**src/rtl/rtc_pkg.sv**
```systemverilog
// rtl/rtc_pkg.sv - shared types, segment constants and BCD time helpers for the RTC monitor
package rtc_pkg;

  typedef logic [3:0] bcd_t;

  typedef struct packed {
    bcd_t hr1;
    bcd_t hr0;
    bcd_t min1;
    bcd_t min0;
    bcd_t sec1;
    bcd_t sec0;
  } rtc_time_t;

  typedef enum logic {
    ST_EMPTY = 1'b0,
    ST_TRACK = 1'b1
  } mon_state_e;

  // Active-low, bit order gfedcba
  localparam logic [6:0] SEG_0 = 7'b1000000;
  localparam logic [6:0] SEG_1 = 7'b1111001;
  localparam logic [6:0] SEG_2 = 7'b0100100;
  localparam logic [6:0] SEG_3 = 7'b0110000;
  localparam logic [6:0] SEG_4 = 7'b0011001;
  localparam logic [6:0] SEG_5 = 7'b0010010;
  localparam logic [6:0] SEG_6 = 7'b0000010;
  localparam logic [6:0] SEG_7 = 7'b1111000;
  localparam logic [6:0] SEG_8 = 7'b0000000;
  localparam logic [6:0] SEG_9 = 7'b0010000;

  function automatic rtc_time_t rtc_inc(input rtc_time_t t);
    rtc_time_t r;
    r = t;
    if (t.sec0 != 4'd9) begin
      r.sec0 = t.sec0 + 4'd1;
    end else begin
      r.sec0 = 4'd0;
      if (t.sec1 != 4'd5) begin
        r.sec1 = t.sec1 + 4'd1;
      end else begin
        r.sec1 = 4'd0;
        if (t.min0 != 4'd9) begin
          r.min0 = t.min0 + 4'd1;
        end else begin
          r.min0 = 4'd0;
          if (t.min1 != 4'd5) begin
            r.min1 = t.min1 + 4'd1;
          end else begin
            r.min1 = 4'd0;
            if (t.hr1 == 4'd2 && t.hr0 == 4'd3) begin
              r.hr1 = 4'd0;
              r.hr0 = 4'd0;
            end else if (t.hr0 == 4'd9) begin
              r.hr0 = 4'd0;
              r.hr1 = t.hr1 + 4'd1;
            end else begin
              r.hr0 = t.hr0 + 4'd1;
            end
          end
        end
      end
    end
    return r;
  endfunction

  function automatic logic rtc_in_range(input rtc_time_t t);
    logic ok;
    ok = 1'b1;
    if (t.hr1 > 4'd2) ok = 1'b0;
    if (t.hr1 == 4'd2 && t.hr0 > 4'd3) ok = 1'b0;
    if (t.min1 > 4'd5) ok = 1'b0;
    if (t.sec1 > 4'd5) ok = 1'b0;
    return ok;
  endfunction

endpackage

```
**src/rtl/seg7_decode.sv**
```systemverilog
// rtl/seg7_decode.sv - active-low seven-segment pattern to BCD digit with legality flag
module seg7_decode
  import rtc_pkg::*;
(
  input  logic [6:0] seg,
  output bcd_t       digit,
  output logic       legal
);

  always_comb begin
    digit = 4'hF;
    legal = 1'b1;
    case (seg)
      SEG_0:   digit = 4'd0;
      SEG_1:   digit = 4'd1;
      SEG_2:   digit = 4'd2;
      SEG_3:   digit = 4'd3;
      SEG_4:   digit = 4'd4;
      SEG_5:   digit = 4'd5;
      SEG_6:   digit = 4'd6;
      SEG_7:   digit = 4'd7;
      SEG_8:   digit = 4'd8;
      SEG_9:   digit = 4'd9;
      default: legal = 1'b0;
    endcase
  end

endmodule

```
**src/rtl/rtc_seg_monitor.sv**
```systemverilog
// rtl/rtc_seg_monitor.sv - samples the six display digits after each tick, decodes to BCD
// and checks that successive samples advance by one second
module rtc_seg_monitor
  import rtc_pkg::*;
#(
  parameter int SAMPLE_DLY = 2,
  parameter int ERR_W      = 8
) (
  input  logic             clk,
  input  logic             rst,
  input  logic [5:0][6:0]  sev_seg,
  input  logic             tick,
  input  logic             man_sw,
  input  logic             clr_err,
  output logic [23:0]      time_bcd,
  output logic             time_vld,
  output logic             seg_err,
  output logic             seq_err,
  output logic [ERR_W-1:0] err_cnt,
  output logic             err_sticky
);

  localparam logic [3:0] DLY = 4'(SAMPLE_DLY);

  logic [3:0]       dly_cnt_q, dly_cnt_d;
  logic             cap_en;
  logic [5:0][6:0]  cap_seg_q, cap_seg_d;
  logic             cap_vld_q, cap_vld_d;
  bcd_t [5:0]       dec_digs;
  logic [5:0]       dec_legal;
  rtc_time_t        dec_time;
  logic             dec_bad;
  rtc_time_t        time_q, time_d;
  logic             bad_q, bad_d;
  logic             time_vld_q, time_vld_d;
  mon_state_e       state_q, state_d;
  rtc_time_t        prev_q, prev_d;
  logic             store;
  logic             seg_err_q, seg_err_d;
  logic             seq_err_q, seq_err_d;
  logic             err_event;
  logic [ERR_W-1:0] err_cnt_q, err_cnt_d;
  logic             err_sticky_q, err_sticky_d;

  for (genvar i = 0; i < 6; i++) begin : g_dec
    seg7_decode u_dec (
      .seg   (cap_seg_q[i]),
      .digit (dec_digs[i]),
      .legal (dec_legal[i])
    );
  end

  assign dec_time = rtc_time_t'(dec_digs);
  assign dec_bad  = !(&dec_legal) || !rtc_in_range(dec_time);

  // A fresh tick always reloads, so the latest tick wins over a pending count
  always_comb begin
    cap_en     = !tick && (dly_cnt_q == 4'd1);
    dly_cnt_d  = tick ? DLY : ((dly_cnt_q != 4'd0) ? dly_cnt_q - 4'd1 : 4'd0);
    cap_seg_d  = cap_en ? sev_seg : cap_seg_q;
    cap_vld_d  = cap_en;
    time_d     = cap_vld_q ? dec_time : time_q;
    bad_d      = cap_vld_q ? dec_bad : bad_q;
    time_vld_d = cap_vld_q;
  end

  always_comb begin
    state_d = state_q;
    if (time_vld_q) begin
      if (man_sw || bad_q) state_d = ST_EMPTY;
      else                 state_d = ST_TRACK;
    end
  end

  always_comb begin
    seg_err_d = 1'b0;
    seq_err_d = 1'b0;
    store     = 1'b0;
    if (time_vld_q && !man_sw) begin
      if (bad_q) begin
        seg_err_d = 1'b1;
      end else begin
        store = 1'b1;
        if (state_q == ST_TRACK && time_q != rtc_inc(prev_q)) seq_err_d = 1'b1;
      end
    end
  end

  // Clear takes effect before a same-cycle error is counted
  always_comb begin
    err_event    = seg_err_d | seq_err_d;
    prev_d       = store ? time_q : prev_q;
    err_cnt_d    = err_cnt_q;
    err_sticky_d = err_sticky_q | err_event;
    if (clr_err) begin
      err_cnt_d    = err_event ? ERR_W'(1) : '0;
      err_sticky_d = err_event;
    end else if (err_event && !(&err_cnt_q)) begin
      err_cnt_d = err_cnt_q + ERR_W'(1);
    end
  end

  always_ff @(posedge clk or negedge rst) begin
    if (!rst) begin
      dly_cnt_q    <= '0;
      cap_seg_q    <= '0;
      cap_vld_q    <= 1'b0;
      time_q       <= '0;
      bad_q        <= 1'b0;
      time_vld_q   <= 1'b0;
      state_q      <= ST_EMPTY;
      prev_q       <= '0;
      seg_err_q    <= 1'b0;
      seq_err_q    <= 1'b0;
      err_cnt_q    <= '0;
      err_sticky_q <= 1'b0;
    end else begin
      dly_cnt_q    <= dly_cnt_d;
      cap_seg_q    <= cap_seg_d;
      cap_vld_q    <= cap_vld_d;
      time_q       <= time_d;
      bad_q        <= bad_d;
      time_vld_q   <= time_vld_d;
      state_q      <= state_d;
      prev_q       <= prev_d;
      seg_err_q    <= seg_err_d;
      seq_err_q    <= seq_err_d;
      err_cnt_q    <= err_cnt_d;
      err_sticky_q <= err_sticky_d;
    end
  end

  assign time_bcd   = time_q;
  assign time_vld   = time_vld_q;
  assign seg_err    = seg_err_q;
  assign seq_err    = seq_err_q;
  assign err_cnt    = err_cnt_q;
  assign err_sticky = err_sticky_q;

endmodule

```
**config.mk**
```make
export PLATFORM = sky130hd
export DESIGN_NAME = rtc_seg_monitor
export DESIGN_NICKNAME = d
export VERILOG_FILES = /design/src/rtl/rtc_pkg.sv /design/src/rtl/seg7_decode.sv /design/src/rtl/rtc_seg_monitor.sv
export SDC_FILE = /design/constraint.sdc
export NUM_CORES = 1
export LEC_CHECK = 0
export CAP_MARGIN = 15
export CORE_ASPECT_RATIO = 2
export CORE_MARGIN = 1
export CORE_UTILIZATION = 60
export CTS_BUF_LIST = sky130_fd_sc_hd__clkbuf_2
export DETAILED_ROUTE_END_ITERATION = 10
export PLACE_DENSITY = 0.87
export SYNTH_ARGS = -nofsm -noshare
export SYNTH_HDL_FRONTEND = slang
export SYNTH_HIERARCHICAL = 1
export SYNTH_SLANG_ARGS = --single-unit
```
**constraint.sdc**
```tcl
create_clock -name clk -period 4.9 [get_ports clk]
set_input_delay 0.49 -clock clk [delete_from_list [all_inputs] [get_ports clk]]
set_output_delay 0.49 -clock clk [all_outputs]
set_load 0.03 [all_outputs]
```
## Word level (Yosys, flattened, before mapping)

Cells that the tools add are included.

| storage, ports and cells | value |
|---|---|
| word-level logic and storage cells | 179 |
| flip-flop bits (word level) | 109 |

| cells by class | value |
|---|---|
| reduce and logical (&&, ||, !) cells | 29 |
| equal/unequal tests | 64 |
| muxes and demuxes | 45 |
| $add $sub $neg | 8 |
| bitwise logic cells | 2 |
| $lt $le $gt $ge | 4 |

Operators with widths:

| cell | count |
|---|---|
| $pmux W4 S10 | 6 |
| $eq A7 B5 Y1 const B | 18 |
| $eq A7 B7 Y1 const B | 18 |
| $eq A7 B6 Y1 const B | 12 |
| $mux W20 | 3 |
| $reduce_or A10 Y1 | 6 |
| $eq A7 B2 Y1 const B | 6 |
| $logic_not A7 Y1 | 6 |
| $mux W4 | 10 |
| $mux W8 | 4 |
| $add A4 B1 Y4 const B | 6 |
| $ne A24 B24 Y1 | 1 |
| $mux W1 | 20 |
| $mux W16 | 1 |
| $eq A4 B2 Y1 const B | 3 |
| $mux W12 | 1 |
| $add A8 B1 Y8 const B | 1 |
| $gt A4 B2 Y1 const B | 2 |
| $gt A4 B3 Y1 const B | 2 |
| $ne A4 B3 Y1 const B | 2 |
| $ne A4 B4 Y1 const B | 2 |
| $reduce_and A8 Y1 | 1 |
| $logic_and A1 B1 Y1 | 6 |
| $reduce_and A6 Y1 | 1 |
| other kinds (8) | 14 |

## Longest topological paths before layout

| depth | value |
|---|---|
| word-level depth | 18 |
| depth in mapped cells | 14 |
| mapped depth without buffers | 12 |

## Hierarchy

Netlist, hierarchy kept.

Modules (own cells, without submodules):

| module | seq. area each (sq um) | cells an instance | instances | area each (sq um) |
|---|---|---|---|---|
| rtc_seg_monitor | 2727.6 | 544 | 1 | 5466.5 |
| seg7_decode (g_dec[0].u_dec ...) | 0.0 | 27 | 5 | 176.4 |
| seg7_decode (g_dec[5].u_dec) | 0.0 | 32 | 1 | 196.4 |

## Worst setup path before layout

No wires, ideal clock.

| timing | value |
|---|---|
| path type | register -> register |
| from | register prev_q[13] (netlist name) |
| to | register err_cnt_q[2], in the netlist err_cnt[2] |
| stages on the path, launching flop included | 14 |
| library setup time | 125 ps |
| buffers on the path | 1 |
| arrival | 2812 ps |
| slack | 1964 ps |
| cells stage by stage | dfrtp_1 > inv_1 > ha_1 > nand3b_1 > nor4_4 > mux2i_1 > xnor2_1 > a2111oi_0 > nand4_1 > nor4_2 > o21bai_1 > buf_6 > nand3_1 > mux2_2 |

| on the way | value |
|---|---|
| word-level cells in the longest chain between the ends | 15 |

Ends and longest elaborated chain:

| element | line | text |
|---|---|---|
| start: declaration | rtc_seg_monitor.sv:37 | `rtc_time_t prev_q, prev_d;` |
| start signal: assignment | rtc_seg_monitor.sv:125 | `prev_q <= prev_d;` |
| $add A4 B1 Y4 or $ne A4 B3 Y1 (tied branches) | rtc_pkg.sv:48, rtc_pkg.sv:47 |  |
| $mux W4 or $mux W8 (tied branches) | rtc_pkg.sv:47 | `if (t.min1 != 4'd5) begin` |
| $mux W12 | rtc_pkg.sv:43 | `if (t.min0 != 4'd9) begin` |
| $mux W16 | rtc_pkg.sv:39 | `if (t.sec1 != 4'd5) begin` |
| $mux W20 (*) | rtc_pkg.sv:35 | `if (t.sec0 != 4'd9) begin` |
| $mux W20 (*) | rtc_seg_monitor.sv:80 | `if (bad_q) begin` |
| $mux W20 (*) | rtc_seg_monitor.sv:79 | `if (time_vld_q && !man_sw) begin` |
| $ne A24 B24 Y1 (*) | rtc_seg_monitor.sv:84 | `if (state_q == ST_TRACK && time_q != rtc_inc(prev_q)) seq_err_d = 1'b1;` |
| $logic_and A1 B1 Y1 (*) | rtc_seg_monitor.sv:84 |  |
| $mux W1 (*) | rtc_seg_monitor.sv:84 |  |
| $mux W1 (*) | rtc_seg_monitor.sv:80 |  |
| $mux W1 (*) | rtc_seg_monitor.sv:79 |  |
| $or A1 B1 Y1 (*) | rtc_seg_monitor.sv:91 | `err_event = seg_err_d \| seq_err_d;` |
| $logic_and A1 B1 Y1 (*) | rtc_seg_monitor.sv:98 | `end else if (err_event && !(&err_cnt_q)) begin` |
| $reduce_bool A2 Y1 (no line) (*) | n/a |  |
| end signal: assignment | rtc_seg_monitor.sv:128 | `err_cnt_q <= err_cnt_d;` |
| end: declaration | rtc_seg_monitor.sv:42 | `logic [ERR_W-1:0] err_cnt_q, err_cnt_d;` |

Mark *: on every way between the ends. The rest lies on a longest branch, timed or not. The select of a mux whose other input is x is not followed.
A chain may end at the register's enable or synchronous reset.

## Final worst setup path

| timing | value |
|---|---|
| from | register prev_q[13] (netlist name) |
| to | register err_cnt_q[5], in the netlist err_cnt[5] |

The elaborated chain is that of the path after synthesis.

==> impl_results.md <==
* Worst Path Max Fanout at 11
* CP startpoint kind: register
* Top-count cell post-synth: nand2_1
* EDFF count, synth at 0
* Post-DRT Antenna Nets at 0
* R2R cell count at 12
* Worst Setup End Kind: register
* Worst hold start: sev_seg[35]
* CP delay by family, top: simple AND/OR/NAND/NOR gates
* Crit path time final at between 3000 and 4000 ps
* F_max at 255.9 MHz
* Fin. Hold Viols at 0
* Final setup skew at 29.24 ps
* Setup Viol. Count Final at 0
* Vias at 5714
* Worst-path clk slew at approximately 270 ps
* Cts bufs inserted at 9
* Avg Vias per Cell at 6.151
* Cells after synthesis at 711
* Area delta synth->final at 15.94%
* Syn avg cell area at ~9 um2
* Sequential share of the synthesized area at 0.4167
* CTS tree: done
* Crit path DAT at roughly 4500 ps
* H-tree depth at 3
* Max incr delay on CP at just over 600 ps
* Slew margin rel. at 0.2880
* Worst IR drop on VDD at about 0.26 mV
* Grt total ovfl at 0
* GR Util met1 at 0.3251
* Commonest cells post-synth: nand2_1 (172), dfrtp_1 (109), mux2_2 (44), o21ai_0 (39), nor2_1 (25)
* Drc violations at 0
* First-pass GRT wire length at ~26000 um
* WP buf/inv at 1
* Post-synth ARST share at 1.000
* Initial DRT Pass Iterations at 6
* Worst-skew pair later-pin latency at 630 ps
* Detailed Place HPWL at ~12000 um
* Routed WL per cell at 17.10 um
* Ys Warns at 6
* Cell Count, Final, Fillers Out at roughly 930
* Critical path type: reg -> reg
* Total chip power at about 3.5 mW
* Pins Over Slew Limit at 0
* Post-route cell area at 7589 um2
* Synth top area cells: dfrtp_1 (42%), nand2_1 (9.9%), mux2_2 (7.6%), o21ai_0 (3.0%), a21oi_1 (1.8%)
* Post-CTS sizing at 0
* Row cnt at 53
* Initial DRC Count at approximately 420
* Die ar. at 11360 um2
* Final #Nets at 840
* Die width at 75.85 um
* Final critical-path share of the clock period at 0.7974
* Yosys top cell by area: dfrtp_1
* Hold path depth at 3
* Total of max-cap violations at 0
* R2r setup slk at 990 ps
* Data required, critical path at 5440 ps
* Overall die height at roughly 150 um
* Met2 usage at 0.5252
* Syn Std Cell Area at 6545 um2
* Setup tns final at 0 ps
* Gr busiest metal: met2
* Number of global-route vias before repair at 5635
* Port Buf Inserts at slightly above 80
* RSZ-0062 raised after global routing: no
* Worst-margin pin slew at approximately 1100 ps
* Slowest cell on crit path: nor4b_1
* # IOs at 83
* # placed instances at between 900 and 1000
* Placed cell areas at 7458 um2
* Largest net degree at the start of global routing at 74
* Core area at between 10000 and 15000 um2
* Worst r2r src: prev_q[13]
* WHS Endpoint: cap_seg_q[35]
* Fill count at 818
* Initial antenna violation count at 1
* All-Layer GR Usage at 0.3018
* Syn_nets at 765
* Met3 GRT Util at 0.04983
* Status: completed
* Top FF cell, synth: dfrtp_1
* Worst Hold Class: in -> reg
* Pwr/cell area at 460.5 nW/um2
* WL final at 15890 um
* # clock sinks at 109
* Critical Path, Cell by Cell: inv_1, ha_1, nand3b_1, nor4_4, nand2_1, a31oi_1, nor4b_1, nand4_1, nor4_2, o21bai_1, and3_1, mux2_1
* Clk Tree Root Cell: clkbuf_2
* Setup bufs post-CTS at 0
* Hold_buf cts at 1
* Placer Congestion at 0.9610
* Reg2reg end: err_cnt[5]
* Initial Util at 0.6207
* Clk buf depth at 2
* Leakage Power at ~3.3 nW
* Post-synth top area share at 0.4167
* Number of synthesized register bits at ~110
* Layout cell share with drive strength beyond 1 at 0.1188
* Netlist cell types at 70
-- power by group --
part,internal [mW],switching [mW]
Sequential,1.14,0.458
Combinational,0.724,0.806
Clock,0.0682,0.296
-- logic make-up after synthesis --
kind of cell,count (synthesis),synth area share
compound gates,132,0.1405
fa+ha+maj,7,0.01338
simple gates,341,0.2801
flops,109,0.4167
xor+xnor,24,0.03212
mux,52,0.08813
buf+inv,46,0.02906
-- sequential cells by signal (all words and copies together), names as in the netlist --
name,count
err_sticky,1
prev_q,24
time_vld,1
seq_err,1
cap_seg_q,42
state_q,1
seg_err,1
time_bcd,24
bad_q,1
dly_cnt_q,4
err_cnt,8
cap_vld_q,1
-- tightest hold or removal path, cell delays in order --
cell and delay, ps:
clkdlybuf4s50_1 400, nand2_1 50, nand2_1 40
-- metal layers --
layer / vias to the layer above / wire, um
met5: - / 0
met4: 0 / 755
met3: 55 / 511
met2: 197 / 8623
met1: 2756 / 5998
li1: 2706 / -
-- layout by cell type (no fill, tap or decap), types with 6 or more instances in the layout --
master and count:
nand3_1 16, inv_1 22, nand4_1 12, clkbuf_2 10
nor4b_1 8, nand2_1 172, nand2b_1 7, a31oi_1 15
nor2b_1 12, o21ai_0 39, xnor2_1 13, ha_1 7
dfrtp_1 109, or2_1 7, and2_1 7, a21oi_1 24
xor2_1 11, and4b_1 6, and3_1 6, a311oi_1 6
mux2i_1 7, nor2_1 25, nor3_1 18, clkdlybuf4s50_1 81
nand3b_1 6, mux2_2 44
-- worst max path at each step --
stage | from | slack (ps) | endpoint | depth (start not counted)
after floorplan | prev_q[13] | 1960 | err_cnt[2] | 13
after global placement | prev_q[13] | 1310 | err_cnt[5] | 12
after detailed placement | prev_q[13] | 1230 | err_cnt[5] | 12
after CTS | prev_q[13] | 1190 | err_cnt[5] | 12
after global routing | prev_q[13] | 860 | err_cnt[5] | 12
final | prev_q[13] | 990 | err_cnt[5] | 12
-- through the flow --
step	worst slack, ps	util	hold slack [ps]
2_1_floorplan	1964	-	194.4
3_3_place_gp	1309	0.7074	464.4
3_5_place_dp	1229	0.7074	469.5
4_1_cts	1195	0.7169	310.2
5_1_grt	860.0	0.7197	309.1
6_report	993.0	0.7197	347.8
-- final cells by class --
| type | instances | area, um2 | share of cell area |
|---|---|---|---|
| clock buffer | 10 | 50.05 | 0.006595 |
| timing repair buffer | 87 | 878.3 | 0.1157 |
| multi-input combinational | 556 | 3632 | 0.4786 |
| clock inverter | 6 | 40.04 | 0.005276 |
| inverter | 23 | 86.33 | 0.01138 |
| tap | 137 | 171.4 | 0.02259 |
| sequential | 109 | 2728 | 0.3594 |
| antenna | 1 | 2.502 | 0.0003298 |
No activity file was read; power rests on OpenSTA's default activity.
